--- src/rtl/core_pkg.sv ---
// core_pkg: definitions shared across the 6-stage core.
//   - opcode constants for the main decoder (LW, SW, RTYPE, XORI, J)
//   - hz_state_t : hazard controller FSM state (RUN/STALL/FREEZE)
//   - sb_entry_t : one in-flight writer tracked by the hazard scoreboard
//   - small opcode classification helpers
package core_pkg;

  localparam int SB_AW = 5;

  localparam logic [5:0] OP_RTYPE = 6'b000000;
  localparam logic [5:0] OP_LW    = 6'b100011;
  localparam logic [5:0] OP_SW    = 6'b101011;
  localparam logic [5:0] OP_XORI  = 6'b001110;
  localparam logic [5:0] OP_J     = 6'b000010;

  typedef enum logic [1:0] {
    HZ_RUN    = 2'd0,
    HZ_STALL  = 2'd1,
    HZ_FREEZE = 2'd2
  } hz_state_t;

  typedef struct packed {
    logic             v;
    logic [SB_AW-1:0] dst;
    logic             load;
  } sb_entry_t;

  function automatic logic op_is_mem(input logic [5:0] op);
    return (op == OP_LW) || (op == OP_SW);
  endfunction

  function automatic logic op_is_jump(input logic [5:0] op);
    return op == OP_J;
  endfunction

  function automatic logic op_writes_rt(input logic [5:0] op);
    return (op == OP_LW) || (op == OP_XORI);
  endfunction

  function automatic logic op_is_rtype(input logic [5:0] op);
    return op == OP_RTYPE;
  endfunction

endpackage

--- src/rtl/hazard_cmp.sv ---
// hazard_cmp: combinational match of one scoreboard entry against the
// source registers of the instruction in ID. Only a valid load writing a
// non-zero register can match; other writers are covered by forwarding.
// Ports:
//   rs, rt          source register addresses of the ID instruction
//   use_rs, use_rt  the ID instruction actually reads rs / rt
//   entry           scoreboard entry {v, dst, load}
//   match           1 when the ID instruction depends on this load
module hazard_cmp
  import core_pkg::*;
#(
  parameter int REG_AW = 5
) (
  input  logic [REG_AW-1:0] rs,
  input  logic [REG_AW-1:0] rt,
  input  logic              use_rs,
  input  logic              use_rt,
  input  sb_entry_t         entry,
  output logic              match
);

  logic live_load;

  assign live_load = entry.v & entry.load & (entry.dst != '0);
  assign match     = live_load & ((use_rs & (rs == entry.dst)) |
                                  (use_rt & (rt == entry.dst)));

endmodule

--- src/rtl/hazard_ctrl.sv ---
// hazard_ctrl: hazard and sequencing controller beside the ID stage.
// Tracks loads in EX and MEM1 with a 2-entry scoreboard, raises
// stall/bubble on a load-use dependency, flush for a jump resolved in ID,
// and freeze while data memory is busy (freeze > stall > flush).
// All strobes are combinational; the state register is debug only.
// Ports:
//   clk, rst_n                 clock, asynchronous active-low reset
//   id_valid                   ID holds a real instruction
//   id_rs, id_rt               source registers
//   id_use_rs, id_use_rt       instruction reads rs / rt
//   id_dst                     destination register (after regdst mux)
//   id_regwrite, id_memread    decoder controls
//   id_branch                  jump resolved in ID
//   mem_busy                   data memory cannot accept a MEM1 access
//   stall, bubble, flush       PC/IF-ID hold, ID/EX zero, IF/ID invalidate
//   freeze                     hold all pipeline registers
//   state                      FSM state (RUN/STALL/FREEZE)
// Optional build macro HAZ_PERF_CNT_EN adds saturating 16-bit counters
//   stall_cnt and flush_cnt.
module hazard_ctrl
  import core_pkg::*;
#(
  parameter int REG_AW = 5
) (
  input  logic              clk,
  input  logic              rst_n,
  input  logic              id_valid,
  input  logic [REG_AW-1:0] id_rs,
  input  logic [REG_AW-1:0] id_rt,
  input  logic              id_use_rs,
  input  logic              id_use_rt,
  input  logic [REG_AW-1:0] id_dst,
  input  logic              id_regwrite,
  input  logic              id_memread,
  input  logic              id_branch,
  input  logic              mem_busy,
  output logic              stall,
  output logic              bubble,
  output logic              flush,
  output logic              freeze,
  output logic [1:0]        state
`ifdef HAZ_PERF_CNT_EN
  ,
  output logic [15:0]       stall_cnt,
  output logic [15:0]       flush_cnt
`endif
);

  sb_entry_t sb_ex, sb_mem1, issue_entry;
  hz_state_t state_q, state_d;
  logic      match_ex, match_mem1, hazard, issue;

  hazard_cmp #(.REG_AW(REG_AW)) u_cmp_ex (
    .rs(id_rs), .rt(id_rt), .use_rs(id_use_rs), .use_rt(id_use_rt),
    .entry(sb_ex), .match(match_ex)
  );

  hazard_cmp #(.REG_AW(REG_AW)) u_cmp_mem1 (
    .rs(id_rs), .rt(id_rt), .use_rs(id_use_rs), .use_rt(id_use_rt),
    .entry(sb_mem1), .match(match_mem1)
  );

  // Strobes are gated by rst_n so they stay low throughout reset,
  // independent of whatever the ID stage presents.
  assign hazard = id_valid & (match_ex | match_mem1);
  assign freeze = rst_n & mem_busy;
  assign stall  = rst_n & ~mem_busy & hazard;
  assign bubble = stall;
  // A jump that depends on a pending load waits until the load clears.
  assign flush  = rst_n & ~mem_busy & id_valid & id_branch & ~hazard;
  assign issue  = id_valid & ~stall & ~freeze;

  always_comb begin
    issue_entry = '0;
    if (issue) begin
      issue_entry.v    = id_regwrite;
      issue_entry.dst  = id_dst;
      issue_entry.load = id_memread;
    end
  end

  // EX -> MEM1 scoreboard shift; holds while frozen so a pending stall
  // resumes with its remaining count intact.
  always_ff @(posedge clk or negedge rst_n) begin
    if (!rst_n) begin
      sb_ex   <= '0;
      sb_mem1 <= '0;
    end else if (!freeze) begin
      sb_mem1 <= sb_ex;
      sb_ex   <= issue_entry;
    end
  end

  always_ff @(posedge clk or negedge rst_n) begin
    if (!rst_n) state_q <= HZ_RUN;
    else        state_q <= state_d;
  end

  always_comb begin
    state_d = HZ_RUN;
    if (mem_busy)    state_d = HZ_FREEZE;
    else if (hazard) state_d = HZ_STALL;
  end

  assign state = state_q;

`ifdef HAZ_PERF_CNT_EN
  function automatic logic [15:0] sat_inc16(input logic [15:0] c);
    return (c == 16'hFFFF) ? c : c + 16'd1;
  endfunction

  always_ff @(posedge clk or negedge rst_n) begin
    if (!rst_n) begin
      stall_cnt <= '0;
      flush_cnt <= '0;
    end else begin
      if (stall & ~freeze) stall_cnt <= sat_inc16(stall_cnt);
      if (flush & ~freeze) flush_cnt <= sat_inc16(flush_cnt);
    end
  end
`endif

endmodule

--- config.mk ---
export PLATFORM = sky130hd
export DESIGN_NAME = hazard_ctrl
export DESIGN_NICKNAME = d
export VERILOG_FILES = /design/src/rtl/core_pkg.sv /design/src/rtl/hazard_cmp.sv /design/src/rtl/hazard_ctrl.sv
export SDC_FILE = /design/constraint.sdc
export NUM_CORES = 1
export LEC_CHECK = 0
export ABC_AREA = 1
export BUFFER_PORTS_ARGS = -buffer_cell sky130_fd_sc_hd__buf_4
export CAP_MARGIN = 20
export CORE_MARGIN = 3
export CORE_UTILIZATION = 46
export DETAILED_ROUTE_END_ITERATION = 16
export PLACE_DENSITY = 0.75
export SKIP_CTS_REPAIR_TIMING = 1
export SLEW_MARGIN = 20
export SYNTH_ARGS = -nofsm -noshare
export SYNTH_HDL_FRONTEND = slang
export SYNTH_SLANG_ARGS = --single-unit
--- constraint.sdc ---
create_clock -name clk -period 1.51 [get_ports clk]
set_input_delay 0.3775 -clock clk [delete_from_list [all_inputs] [get_ports clk]]
set_output_delay 0.3775 -clock clk [all_outputs]
set_load 0.005 [all_outputs]
Word level (Yosys, flattened, before mapping)
Index checks and enable logic that the tools add are counted.
Storage, ports and cells
  output and inout bits: 6
  word-level logic and storage cells: 42
  bits in latches: 0
  ROM bits: 0
  memories: 0
  input bits: 24
  memory bits (writable): 0
  register bits after elaboration: 16
Operators by class
  multiply operators: 0
  reduce and logical (&&, ||, !) cells: 2
  bitwise operators: 26
  shift-type cells: 0
  div/mod/pow operators: 0
  $lt $le $gt $ge: 0
  add/sub/neg operators: 0
  multiplexer cells: 3
  equal/unequal tests: 4
Operators with widths (number)
  $eq 5x5->1: 4
  $and 1x1->1: 19
  $reduce_bool 5->1: 2
  $mux 7: 1
  $not 1->1: 4
  $or 1x1->1: 3
  $mux 2: 1
  $mux 1: 1

Longest topological paths before layout
  word-level depth: 11
  mapped depth: 11
  mapped depth without buffers: 11

Modules after synthesis
From an unflattened synthesis, not the netlist that was laid out.
Second synthesis, totals
  cell total of the unflattened synthesis: 185
  area total of the unflattened synthesis: 1098.6 µm²
By module, submodules not included
  hazard_ctrl: times used 1, area an instance 663.1 µm², cells each 75, seq. area each 400.4 µm²
  hazard_cmp: times used 2, area an instance 217.7 µm², cells each 55, seq. area each 0.0 µm²

Worst setup path after synthesis
OpenSTA, ideal clock, no wires.
  path kind: register -> output
  start point: register sb_ex[2] in the netlist's numbering
  end point: output stall
  stages on the path, launching flop included: 10
  arrival: 1.164 ns
  path buffers: 1
  slack: -0.031 ns
  required time: 1.132 ns
  cells stage by stage: dfrtp_1 -> nor3_1 -> nand3_1 -> nand3_1 -> inv_1 -> nand2_2 -> nand2_4 -> nand2_4 -> inv_1 -> buf_4
On the way
  cells in the longest elaborated chain, start to end: 7
  elaborated cells on any way between the ends: 11
  those cells by class: eq/ne (2); bitwise (8); reduce/logical (1)
Ends and longest elaborated chain
  start: declaration: RTL line hazard_ctrl.sv:49  | sb_entry_t sb_ex, sb_mem1, issue_entry;
  start signal: assignment: RTL line hazard_ctrl.sv:90  | sb_ex <= issue_entry;
  $eq 5x5->1, on equally long branches: RTL line hazard_cmp.sv:25, hazard_cmp.sv:26
  $and 1x1->1, on equally long branches: RTL line hazard_cmp.sv:25, hazard_cmp.sv:26
  $or 1x1->1: RTL line hazard_cmp.sv:25  | assign match = live_load & ((use_rs & (rs == entry.dst)) |
  $and 1x1->1 *: RTL line hazard_cmp.sv:25
  $or 1x1->1 *: RTL line hazard_ctrl.sv:65  | assign hazard = id_valid & (match_ex | match_mem1);
  $and 1x1->1 *: RTL line hazard_ctrl.sv:65
  $and 1x1->1 *: RTL line hazard_ctrl.sv:67  | assign stall = rst_n & ~mem_busy & hazard;
  end: declaration: RTL line hazard_ctrl.sv:37  | output logic stall,
Every way passes the cells marked *; elsewhere a longest branch is shown, timed or not.

Worst setup path after layout
  start point: register sb_mem1[4] in the netlist's numbering
  end point: output bubble
On the way
  cells in the longest elaborated chain, start to end: 7
  elaborated cells on any way between the ends: 11
  those cells by class: eq/ne (2); bitwise (8); reduce/logical (1)
Ends and longest elaborated chain
  start: declaration: RTL line hazard_ctrl.sv:49
  start signal: assignment: RTL line hazard_ctrl.sv:87  | sb_mem1 <= '0;
  start signal: assignment: RTL line hazard_ctrl.sv:89  | sb_mem1 <= sb_ex;
  $eq 5x5->1, on equally long branches: RTL line hazard_cmp.sv:25, hazard_cmp.sv:26
  $and 1x1->1, on equally long branches: RTL line hazard_cmp.sv:25, hazard_cmp.sv:26
  $or 1x1->1: RTL line hazard_cmp.sv:25
  $and 1x1->1 *: RTL line hazard_cmp.sv:25
  $or 1x1->1 *: RTL line hazard_ctrl.sv:65
  $and 1x1->1 *: RTL line hazard_ctrl.sv:65
  $and 1x1->1 *: RTL line hazard_ctrl.sv:67
  end: declaration: RTL line hazard_ctrl.sv:38  | output logic bubble,
Marks and branches as above.

==> impl_metrics.yaml <==
routing:
  vias: 1159
  routed_wl_mm: 2.611
  drtPass1Iterations: 4
  vias_per_cell: 4.692
  drc: 0
  detail-route-antenna-nets: 0
  drtIter0Drc: 30
  wl_per_cell_um: 10.57
layout:
  seq_area_um2: 404.1
  n_fill_cell: 174
  final_cell_mix: "nand2_1, buf_4, nor2_1"
  fin_nets: 246
  multi_input_area_um2: 569.3
  areaGrowthSynthToFinish_pct: 38.72
  antenna_cells: 0
  layout_commonest_cell: "nand2_1"
  drive_gt1_share_pct: 32.73
floorplanning:
  coreArea_um2: 2062
  dieArea_um2: 2900
  start_util_pct: 51.09
  die_w_um: 53.86
  io_pins: 30
  dieHeight_um: 53.86
  row_count: 16
sta:
  hold_viol_final: 0
  fin_setup_tns_ns: -1.147
  worst_pin_slew_ns: 0.4717
  rsz0062_at_grt: "yes"
  clock.fmax_mhz: 522.8
  finalWorstSetupSlack_ns: -0.4027
  slew_violations: 0
  min_period_ns: 1.913
  setup_violations: 3
  clock_skew_ns: 0.002416
  relSlewSlack_pct: 68.44
  post-route-period-util_pct: 126.7
clock_tree:
  path_clk_slew_ns: 0.09
  root_buffer: "clkbuf_4"
  cts_buffer_depth: 2
  cts_tree: "yes"
  cts_made_buffers: 3
  clk_latency_ns: 0.27
  htree_levels: 1
  clkSinkCount: 16
run:
  drv_cap: 0
outcome:
  status: "complete, but fails checks"
  violations: "setup timing"
setup_path:
  worstPathCellList: "inv_1 -> nand2_1 -> nand2_1 -> nor2_2 -> nand3_1 -> nand2_1 -> nand2_2 -> nand2_4 -> nand2_4 -> inv_2 -> buf_4"
  critPathMaxStageDelay_ns: 0.38
  r2r_slack_ns: 0.04
  r2r-start: "sb_mem1[4]$_DFFE_PN0N_"
  critPathCaptureType: "output port"
  path_common_cell: "nand2_1"
  start_kind: "flop"
  rr_endpoint: "sb_ex[2]$_DFFE_PN0N_"
  worstSetupPathType: "reg2out"
  worstPathRequired_ns: 1.13
  critPathSlowestCell: "dfrtp_1"
  r2r_cells: 12
  crit_path_max_fanout: 6
  cp_data_arrival_time_ns: 1.54
synth:
  ys_seq_area_share_pct: 38.00
  synth.avg_cell_area_um2: 6.020
  ys_warn_count: 0
  ys_seq_elements: 16
  synth_area_um2: 1054
  syn_inst: 175
  postSynthNetCount: 199
  yosys.cell_types.count: 14
worst_hold_path:
  hp-class: "in2async"
placement:
  pre_cts_ws_ns: -0.1841
  dp_hpwl_mm: 2.060
  port_buffers: 29
  place_congestion: 0.8696
grt:
  grt_pass1_wl_mm: 4.029
  antenna_found_initial: 0
  gr-total-overflow: 0
  grt_usage_pct: 19.37
  grt_pass1_vias: 988
  grt_max_degree: 17
power_and_ir_drop:
  power_leakage_nw: 0.8922
  vdd_drop_max_v: 0.0004651
  power.density_cell_area_nw_per_um2: 673.8
[synth_stat cells, drive strengths merged]
| library cell | n | area, um2 |
|---|---|---|
| clkbuf | 2 | 7.510 |
| nor3 | 1 | 5.000 |
| nand2 | 88 | 350.3 |
| nor2 | 20 | 75.07 |
| buf | 1 | 7.510 |
| o21ai | 6 | 30.03 |
| nor3b | 1 | 7.510 |
| nand4 | 1 | 6.260 |
| dfrtp | 16 | 400.4 |
| inv | 25 | 93.84 |
| nand3 | 14 | 70.07 |
[kinds of logic after synthesis]
group | share of synthesized area [%]
AO/OA/AOI/OAI | 2.850
buffers and inverters | 10.33
flip-flops | 38.00
AND/OR/NAND/NOR | 48.81
[how the worst max path moves through the flow]
stage,start,end,depth (start not counted)
finish,sb_mem1[4]$_DFFE_PN0N_,bubble,11
global route,sb_ex[1]$_DFFE_PN0N_,stall,11
CTS,sb_mem1[5]$_DFFE_PN0N_,bubble,11
detailed placement,id_rt[4],bubble,11
global placement,id_rt[4],stall,12
floorplan,sb_ex[4]$_DFFE_PN0N_,stall,9
[per-layer routing]
metal  routed length [um]  global-route usage, %  share of wire (%)
met5                    0                      0                  0
met2                 1244                  31.65                 48
met3                  130                  1.662                5.0
met4                   38                  9.787                1.5
met1                 1197                  25.44                 46
[flip-flops by register name, indices dropped and copies added (netlist names)]
signal	flops
sb_mem1	7
sb_ex	7
state	2
[layout make-up]
class	count	area share, %
Clock buffer	3	1.541
Inverter	25	6.421
Multi-Input combinational cell	131	38.96
Sequential cell	16	27.65
Tap cell	27	2.312
Timing Repair Buffer	45	23.12
[power by group]
group	switching, W	internal (W)	total [W]	leakage (nW)
Clock	0.000120	0.0000923	0.000212	0.0138
Combinational	0.000142	0.000135	0.000277	0.675
Sequential	0.0000342	0.000461	0.000495	0.203
Total	0.000296	0.000689	0.000985	0.892
[through the flow]
stage	hold WS (ns)	total power, W	utilization [%]	instance area (um2)	std cells
floorplan	0.08191	0.0006273	-	1057	175
CTS	0.04149	0.0009806	68.39	1410	244
finish	0.04506	0.0009847	70.87	1461	247
global route	0.04789	0.001055	70.87	1461	247
detailed placement	0.3526	0.0007634	67.29	1388	241
global placement	0.3555	0.0007571	67.29	1388	241
[worst max-delay path: cells and delay by family, from the launching register on]
| kind | cells | cell delay, ns |
|---|---|---|
| and+or+nand+nor | 8 | 0.64 |
| DFF | 1 | 0.38 |
| buffers and inverters | 3 | 0.25 |
Power figures use the tool's default switching activity.
